[config.mk]
export PLATFORM = sky130hd
export DESIGN_NAME = boron_dec_core
export DESIGN_NICKNAME = d
export VERILOG_FILES = /design/src/rtl/boron_pkg.sv /design/src/rtl/boron_inv_round.sv /design/src/rtl/boron_dec_core.sv
export SDC_FILE = /design/constraint.sdc
export NUM_CORES = 1
export LEC_CHECK = 0
export ABC_AREA = 1
export BUFFER_PORTS_ARGS = -buffer_cell sky130_fd_sc_hd__buf_2
export CAP_MARGIN = 20
export CELL_PAD_IN_SITES_DETAIL_PLACEMENT = 0
export CELL_PAD_IN_SITES_GLOBAL_PLACEMENT = 1
export CORE_MARGIN = 2
export CORE_UTILIZATION = 42
export DETAILED_ROUTE_END_ITERATION = 16
export GPL_TIMING_DRIVEN = 1
export PLACE_DENSITY_LB_ADDON = 0.05
export SETUP_SLACK_MARGIN = 0.2
export SYNTH_ARGS = -nofsm -noshare
export SYNTH_HDL_FRONTEND = slang
export SYNTH_SLANG_ARGS = --single-unit
[constraint.sdc]
create_clock -name clk -period 2.7 [get_ports clk]
set_input_delay 0 -clock clk [delete_from_list [all_inputs] [get_ports clk]]
set_output_delay 0 -clock clk [all_outputs]
set_load 0.01 [all_outputs]
[src/rtl/boron_pkg.sv]
// boron_pkg: Boron tables, key-schedule step and its inverse, shared by cipher and decipher.
package boron_pkg;
  localparam int CTR_W = 5;
  localparam logic [3:0] SBOX [16] = '{4'hE, 4'h4, 4'hB, 4'h1, 4'h7, 4'h9, 4'hC, 4'hA,
                                       4'hD, 4'h2, 4'h0, 4'hF, 4'h8, 4'h5, 4'h3, 4'h6};
  localparam logic [3:0] INV_SBOX [16] = '{4'hA, 4'h3, 4'h9, 4'hE, 4'h1, 4'hD, 4'hF, 4'h4,
                                           4'hC, 4'h5, 4'h7, 4'h2, 4'h6, 4'h8, 4'h0, 4'hB};
  localparam int ROT [4] = '{0, 1, 7, 9};
  // Block shuffle: output nibble j takes input nibble SHUF[j].
  localparam logic [3:0] SHUF [16] = '{4'd3, 4'd8, 4'd13, 4'd2, 4'd7, 4'd12, 4'd1, 4'd6,
                                       4'd11, 4'd0, 4'd5, 4'd10, 4'd15, 4'd4, 4'd9, 4'd14};
  typedef enum logic [1:0] {IDLE, EXPAND, DECRYPT, DONE} state_e;
  function automatic logic [15:0] rotr16(input logic [15:0] x, input int n);
    return (x >> n) | (x << (16 - n));
  endfunction
  function automatic logic [79:0] ks(input logic [79:0] k, input logic [CTR_W-1:0] i);
    logic [79:0] r;
    r = {k[66:0], k[79:67]};
    r[3:0] = SBOX[r[3:0]];
    r[63:59] = r[63:59] ^ i;
    return r;
  endfunction
  function automatic logic [79:0] inv_ks(input logic [79:0] k, input logic [CTR_W-1:0] i);
    logic [79:0] r;
    r = k;
    r[63:59] = r[63:59] ^ i;
    r[3:0] = INV_SBOX[r[3:0]];
    return {r[12:0], r[79:13]};
  endfunction
endpackage

[src/rtl/boron_inv_round.sv]
// boron_inv_round: combinational inverse of one Boron round (xor, rotations, shuffle, S-box undone in reverse).
module boron_inv_round
  import boron_pkg::*;
(
  input  logic [63:0] data_i,
  output logic [63:0] data_o
);
  logic [15:0] w [4];
  logic [63:0] unrot;
  logic [63:0] unshuf;
  always_comb begin
    for (int j = 0; j < 4; j++) w[j] = data_i[16*j +: 16];
    // Forward xor layer is w1^=w0, w3^=w2, w0^=w3, w2^=w1; undo in reverse order.
    w[2] = w[2] ^ w[1];
    w[0] = w[0] ^ w[3];
    w[3] = w[3] ^ w[2];
    w[1] = w[1] ^ w[0];
    unrot = '0;
    for (int j = 0; j < 4; j++) unrot[16*j +: 16] = rotr16(w[j], ROT[j]);
    unshuf = '0;
    for (int j = 0; j < 16; j++) unshuf[4*SHUF[j] +: 4] = unrot[4*j +: 4];
    data_o = '0;
    for (int j = 0; j < 16; j++) data_o[4*j +: 4] = INV_SBOX[unshuf[4*j +: 4]];
  end
endmodule

[src/rtl/boron_dec_core.sv]
// boron_dec_core: iterative Boron decryptor; expands the key schedule to K_R, then one inverse round per clock.
module boron_dec_core
  import boron_pkg::*;
#(
  parameter int Key_Bit_Size     = 80,
  parameter int Number_of_Rounds = 26
) (
  input  logic                    clk,
  input  logic                    reset,
  input  logic                    start,
  input  logic [Key_Bit_Size-1:0] Key,
  input  logic [63:0]             Cipher_Text,
  output logic [63:0]             Plain_Text,
  output logic                    busy,
  output logic                    done
);
  if (Key_Bit_Size != 80) begin : g_bad_key
    $error("boron_dec_core supports only an 80-bit key");
  end
  localparam logic [CTR_W-1:0] LAST = CTR_W'(Number_of_Rounds - 1);
  state_e           state_q, state_d;
  logic [CTR_W-1:0] ctr_q, ctr_d;
  logic [79:0]      key_q, key_d, key_fwd, key_inv;
  logic [63:0]      text_q, text_d, plain_q, plain_d, inv_out;
  assign key_fwd    = ks(key_q, ctr_q);
  assign key_inv    = inv_ks(key_q, ctr_q);
  assign busy       = (state_q == EXPAND) || (state_q == DECRYPT);
  assign done       = state_q == DONE;
  assign Plain_Text = plain_q;
  boron_inv_round u_inv_round (.data_i(text_q), .data_o(inv_out));
  always_comb begin
    state_d = state_q;
    ctr_d   = ctr_q;
    key_d   = key_q;
    text_d  = text_q;
    plain_d = plain_q;
    case (state_q)
      IDLE: if (start) begin
        key_d   = Key;
        text_d  = Cipher_Text;
        ctr_d   = CTR_W'(1);
        state_d = EXPAND;
      end
      EXPAND: begin
        key_d = key_fwd;
        if (ctr_q == LAST) begin
          text_d  = text_q ^ key_fwd[63:0];
          state_d = DECRYPT;
        end else ctr_d = ctr_q + 1'b1;
      end
      DECRYPT: begin
        key_d  = key_inv;
        text_d = inv_out ^ key_inv[63:0];
        ctr_d  = ctr_q - 1'b1;
        if (ctr_q == CTR_W'(1)) begin
          state_d = DONE;
          plain_d = inv_out ^ key_inv[63:0];
        end
      end
      default: state_d = IDLE;
    endcase
  end
  always_ff @(posedge clk or negedge reset) begin
    if (!reset) begin
      state_q <= IDLE;
      ctr_q   <= '0;
      key_q   <= '0;
      text_q  <= '0;
      plain_q <= '0;
    end else begin
      state_q <= state_d;
      ctr_q   <= ctr_d;
      key_q   <= key_d;
      text_q  <= text_d;
      plain_q <= plain_d;
    end
  end
endmodule

# --- Word level (Yosys, flattened, before mapping) ---
# Memories as Yosys holds them, arrays and structs flattened.
# Cells that the tools add are included.
classes:
  muxes: 48
  n_lt_le_gt_ge: 18
  n_reduce_logical: 8
  n_addsub: 2
  n_eq_ne: 9
  bitwise: 29
ops:
  columns: ["op", "n"]
  rows:
  - ["80-bit one-hot mux with 3 select lines", 1]
  - ["64-bit one-hot mux with 3 select lines", 1]
  - ["4-bit two-way mux", 36]
  - ["64-bit two-way mux", 2]
  - ["64-bit bitwise XOR", 2]
  - ["5-bit >= comparator (second input constant)", 18]
  - ["4-bit inverter with 5-bit output", 18]
  - ["80-bit two-way mux", 1]
  - ["16-bit bitwise XOR", 4]
  - ["15-bit by 16-bit OR with 16-bit output", 1]
  - ["7-bit by 16-bit OR with 16-bit output", 1]
  - ["9-bit by 16-bit OR with 16-bit output", 1]
  - ["5-bit one-hot mux with 3 select lines", 1]
  - ["5-bit two-way mux", 2]
  - ["5-bit bitwise XOR", 2]
  - ["3-bit AND reduction", 3]
  - ["2-bit two-way mux", 3]
  - ["2-bit one-hot mux with 3 select lines", 1]
  - ["5-bit by 1-bit adder with 5-bit output (second input constant)", 1]
  - ["5-bit by 1-bit == test with 1-bit output (second input constant)", 1]
  - ["5-bit == test (second input constant)", 1]
  - ["5-bit by 1-bit subtractor with 5-bit output (second input constant)", 1]
  - ["2-bit == test (second input constant)", 2]
  - ["2-bit by 1-bit inequality test with 1-bit output (second input constant)", 2]
  - ["6 further kinds", 8]
totals:
  mem_count: 18
  elab_cells: 137
  out_inout_bits: 66
  rom_bits: 1152
  ff_bits: 215
mem_list:
  columns: ["memory", "depth", "width", "read_ports", "rd_ports_with_merged_regs", "wr", "line_no", "rtl"]
  rows:
  - ["(no name shown)", 16, 4, 1, 0, 0, "boron_inv_round.sv:23", "for (int j = 0; j < 16; j++) data_o[4*j +: 4] = INV_SBOX[unshuf[4*j +: 4]];"]
  - ["(no name shown)", 16, 4, 1, 0, 0, "boron_inv_round.sv:23", null]
  - ["(no name shown)", 16, 4, 1, 0, 0, "boron_inv_round.sv:23", null]
  - ["(no name shown)", 16, 4, 1, 0, 0, "boron_inv_round.sv:23", null]
  - ["(no name shown)", 16, 4, 1, 0, 0, "boron_inv_round.sv:23", null]
  - ["(no name shown)", 16, 4, 1, 0, 0, "boron_inv_round.sv:23", null]
  - ["12 more memories", null, null, null, null, null, null, null]

# --- Longest topological paths before layout ---
logic_depth:
  ltp_word: 9
  mapped_depth: 18
  mapped_depth_nobuf: 18

# --- By module ---
# Synthesis repeated with hierarchy kept, for this count alone.
hier_totals:
  hier_cells: 2468
  hier_area_um2: 16360.7
by_module_without_submodules:
  columns: ["module", "seq_area_each_um2", "area_per_inst_um2", "cells_each", "n_inst"]
  rows:
  - ["boron_dec_core", 5380.2, 12431.9, 1615, 1]
  - ["boron_inv_round", 0.0, 3928.8, 853, 1]

# --- Least setup slack after synthesis ---
# OpenSTA, ideal clock, no wires.
synth_path:
  path_type: "flip-flop to flip-flop"
  startpoint: "register text_q[54]"
  endpoint: "register text_q[51]"
  t_arrival_ps: 1826
  stages_incl_launch_ff: 17
  setup_ps: 116
  t_required_ps: 2584
  path_buffers: 0
  synth_period_minus_slack_ps: 1943
  setup_slack_ps: 757
  path_cell_list: "dfrtp_1 -> inv_2 -> nand2_1 -> nand2_2 -> xor2_2 -> inv_1 -> ha_1 -> inv_1 -> nand2_1 -> nand2_1 -> nand2_1 -> nand3_1 -> nand2_1 -> nand2_1 -> nand2_1 -> nand2_1 -> nand2_1"
synth_between:
  elab_chain_cells: 9
synth_lines:
  columns: ["element", "line_no", "rtl"]
  rows:
  - ["start, declared", "boron_dec_core.sv:24", "logic [63:0] text_q, text_d, plain_q, plain_d, inv_out;"]
  - ["start signal, assigned", "boron_dec_core.sv:74", "text_q <= text_d;"]
  - ["16-bit bitwise XOR", "boron_inv_round.sv:15", "w[0] = w[0] ^ w[3];"]
  - ["16-bit bitwise XOR", "boron_inv_round.sv:17", "w[1] = w[1] ^ w[0];"]
  - ["15-bit by 16-bit OR with 16-bit output", "boron_pkg.sv:14", "return (x >> n) | (x << (16 - n));"]
  - ["4-bit inverter with 5-bit output (implied by the code)", "boron_inv_round.sv:23", null]
  - ["memory 16 x 4 bit", null, null]
  - ["4-bit two-way mux (implied by the code) (2 in a row)", "boron_inv_round.sv:23", null]
  - ["64-bit bitwise XOR", "boron_dec_core.sv:53", "text_d = inv_out ^ key_inv[63:0];"]
  - ["64-bit one-hot mux with 3 select lines", "boron_dec_core.sv:37", "case (state_q)"]
# Every way passes these cells. The select of a mux whose other input is x is not followed.
# A chain may end at the register's enable or synchronous reset.

# --- Final worst setup path ---
layout_path:
  startpoint: "register text_q[23]"
  endpoint: "register text_q[45]"
layout_between:
  elab_chain_cells: 8
layout_lines:
  columns: ["element", "line_no", "rtl"]
  rows:
  - ["16-bit bitwise XOR", "boron_inv_round.sv:14", "w[2] = w[2] ^ w[1];"]
  - ["9-bit by 16-bit OR with 16-bit output", "boron_pkg.sv:14", null]
  - ["4-bit inverter with 5-bit output (implied by the code)", "boron_inv_round.sv:23", null]
  - ["memory 16 x 4 bit", null, null]
  - ["4-bit two-way mux (implied by the code) (2 in a row)", "boron_inv_round.sv:23", null]
  - ["64-bit bitwise XOR", "boron_dec_core.sv:53", null]
  - ["64-bit one-hot mux with 3 select lines", "boron_dec_core.sv:37", null]
# Every way passes these cells. The select of a mux whose other input is x is not followed.

==> results.toml <==
[yosys]
synth_cells = 2673
synth-edff-count = 0
synth-warning-count = 0
synth_nets = 2881
avgSynthCellArea_um2 = 6.395
synth_seq_cells = 215
netlist_area_um2 = 17100
ys_async_sr_fraction = 1.000
ys.flop_type = "dfrtp_1"
ys_seq_area_frac = 0.3147
ys_types = 46

[critical_path]
critical_path.top_delay_family = "simple AND/OR/NAND/NOR gates"
crit_arrival_ns = 2.86
crit_required_ns = 3.16
r2r-start = "text_q[23]"
crit_chain = "inv_2 > nand2_1 > nand2_1 > ha_1 > inv_1 > nand2_1 > o21ai_0 > o21ai_0 > nand2_1 > nand3_1 > nand3_1 > nand2_1 > nand2_1"
cp_slowest_cell = "dfrtp_1"
cp_common_cell = "nand2_1"
path_class = "reg -> reg"
cp_max_fo = 7
end_kind = "flop"
start_kind = "flop"
reg2regPathDepth = 13
r2r_slack_ns = 0.30
cpPeakStageDelay_ns = 0.53
regToRegEndpoint = "text_q[45]"
crit_buf_inv = 2

[finish]
postLayoutCellArea_um2 = 21310
drive_gt1_frac = 0.1414
final_util = 0.5338
multi_input_area_um2 = 10320
area_growth_pct = 24.63
final_cell_mix = "1010 x nand2_1, 286 x nand3_1, 215 x dfrtp_1, 212 x inv_1, 211 x buf_2"
final_common_cell = "nand2_1"
layout.nets = 3206
fill_cells = 4039
regArea_um2 = 5380

[floorplanning]
pin_count = 213
dieHeight_um = 205.8
die_x_um = 205.8
initial_core_util = 0.4283
core_area_um2 = 39910
dieArea_um2 = 42330
rows = 73

[routing]
antenna_left = 0
avgRoutedWirePerCell_um = 23.34
drtPass1Iterations = 6
via_per_inst = 5.739
drtIter0Drc = 2231
vias = 20300
drc = 0
drt_wl_total_um = 82560

[timing]
tightest_slew_ns = 0.8785
hold_viol_final = 2
fin_tns_setup_ns = 0
setup_viol = 0
clock.fmax_mhz = 416.4
period_share = 0.8894
hold_ws_ns = -0.009181
final.setup_skew_ns = 0.01323
slew_viol_final = 0
rsz0062_at_grt = "yes"
slew_headroom = 0.4082
final.min_clock_period_ns = 2.401

[global_routing]
grt_max_degree = 104
grt_remaining_overflow = 0
antenna_found_initial = 3
grt_pass1_wl_um = 120600
grtUsageTotal = 0.3869
first_global_vias = 18960

[placed_design]
place_congestion = 0.9764
hpwlAfterDp_um = 62500
placed_cell_area_um2 = 18840
portBuffers = 212

[clock_tree]
cts_tree = "built"
clockBufferDepth = 3
cts_buffers = 28
cts.sinks = 215
htreeDepth = 1
insertion_delay_ns = 0.58
path_clk_slew_ns = 0.06
root_buffer = "clkbuf_16"

[worst_hold_path]
hp-class = "in -> async"

[run]
cap_viol_max_count = 0

[run_status]
violations = "hold timing"
status = "finished with violations"
## flip-flops by register name (all words and copies together), names as in the netlist
name,cells
key_q,80
Plain_Text,64
state_q,2
ctr_q,5
text_q,64
## how the worst max path moves through the flow
stage	cells past startpoint	to	from	slack (ns)
global placement	14	text_q[49]	text_q[54]	0.31
CTS	8	key_q[59]	state_q[1]	0.23
global route	14	text_q[49]	text_q[54]	0.11
detailed placement	14	text_q[49]	text_q[54]	0.30
floorplan	16	text_q[51]	text_q[54]	0.76
finish	13	text_q[45]	text_q[23]	0.30
## cells by family (layout without fill, tap and decap cells)
logic type	after synthesis	in the layout	share of synthesized area
compound gates	473	473	0.1664
xor+xnor	37	37	0.02027
fa+ha+maj	61	61	0.04465
buf+inv	371	710	0.08695
flops	215	215	0.3147
other cells	0	1	0
simple gates	1516	1516	0.3670
## routing by layer
metal / vias up / global-route usage / part of all wire
li1: 9448 / - / -
met1: 9592 / 0.5160 / 0.41
met2: 1077 / 0.5991 / 0.44
met3: 183 / 0.07903 / 0.096
met4: 4 / 0.1827 / 0.055
met5: - / 0 / 0.00025
## final cells by class
class,count,share of cell area
multi-input combinational,2087,0.4843
sequential,215,0.2525
timing repair buffer,410,0.1445
inverter,256,0.04522
clock buffer,36,0.03764
tap,525,0.03083
clock inverter,8,0.004874
antenna,1,0.0001175
## metrics by stage
step	instances	setup WS, ns	hold WS (ns)
floorplan	2673	0.7572	-0.2956
global placement	3343	0.3073	0.03857
detailed placement	3343	0.3026	0.04101
CTS	3536	0.2336	0.03041
global route	3537	0.1106	0.06450
finish	3538	0.2986	-0.009181
## Yosys cell counts (3+ instances only)
| master | number | area share |
|---|---|---|
| clkbuf_1 | 66 | 0.014 |
| or2_2 | 7 | 0.0026 |
| xnor2_1 | 9 | 0.0046 |
| nand2_4 | 3 | 0.0020 |
| o221ai_1 | 13 | 0.0067 |
| nand3_1 | 286 | 0.084 |
| nand3_2 | 5 | 0.0029 |
| o21ai_1 | 20 | 0.0059 |
| buf_2 | 32 | 0.0094 |
| nand2_1 | 1011 | 0.22 |
| nor2_1 | 142 | 0.031 |
| xor2_1 | 25 | 0.013 |
| ha_1 | 61 | 0.045 |
| o22ai_1 | 64 | 0.023 |
| dfrtp_1 | 215 | 0.31 |
| inv_1 | 213 | 0.047 |
| inv_2 | 41 | 0.0090 |
| buf_4 | 4 | 0.0018 |
| o211ai_1 | 29 | 0.013 |
| o21ai_2 | 3 | 0.0015 |
| buf_1 | 8 | 0.0018 |
| nand2_2 | 46 | 0.017 |
| a21oi_2 | 3 | 0.0015 |
| nor3_1 | 3 | 0.00088 |
| o21ai_0 | 166 | 0.049 |
| a21oi_1 | 107 | 0.031 |
| or2_1 | 7 | 0.0026 |
| a221oi_1 | 62 | 0.032 |
## what timing repair did
action / CTS / global route
hold buffers: 149 / 0
gates resized for setup: 0 / 11
endpoints found under the setup margin: 0 / 8
hold endpoints to repair: 351 / 0
setup buffers: 0 / 1
Power is left out: the tool's default activity adds up to more than one toggle a clock period on the data nets, which glitch-free logic cannot reach.
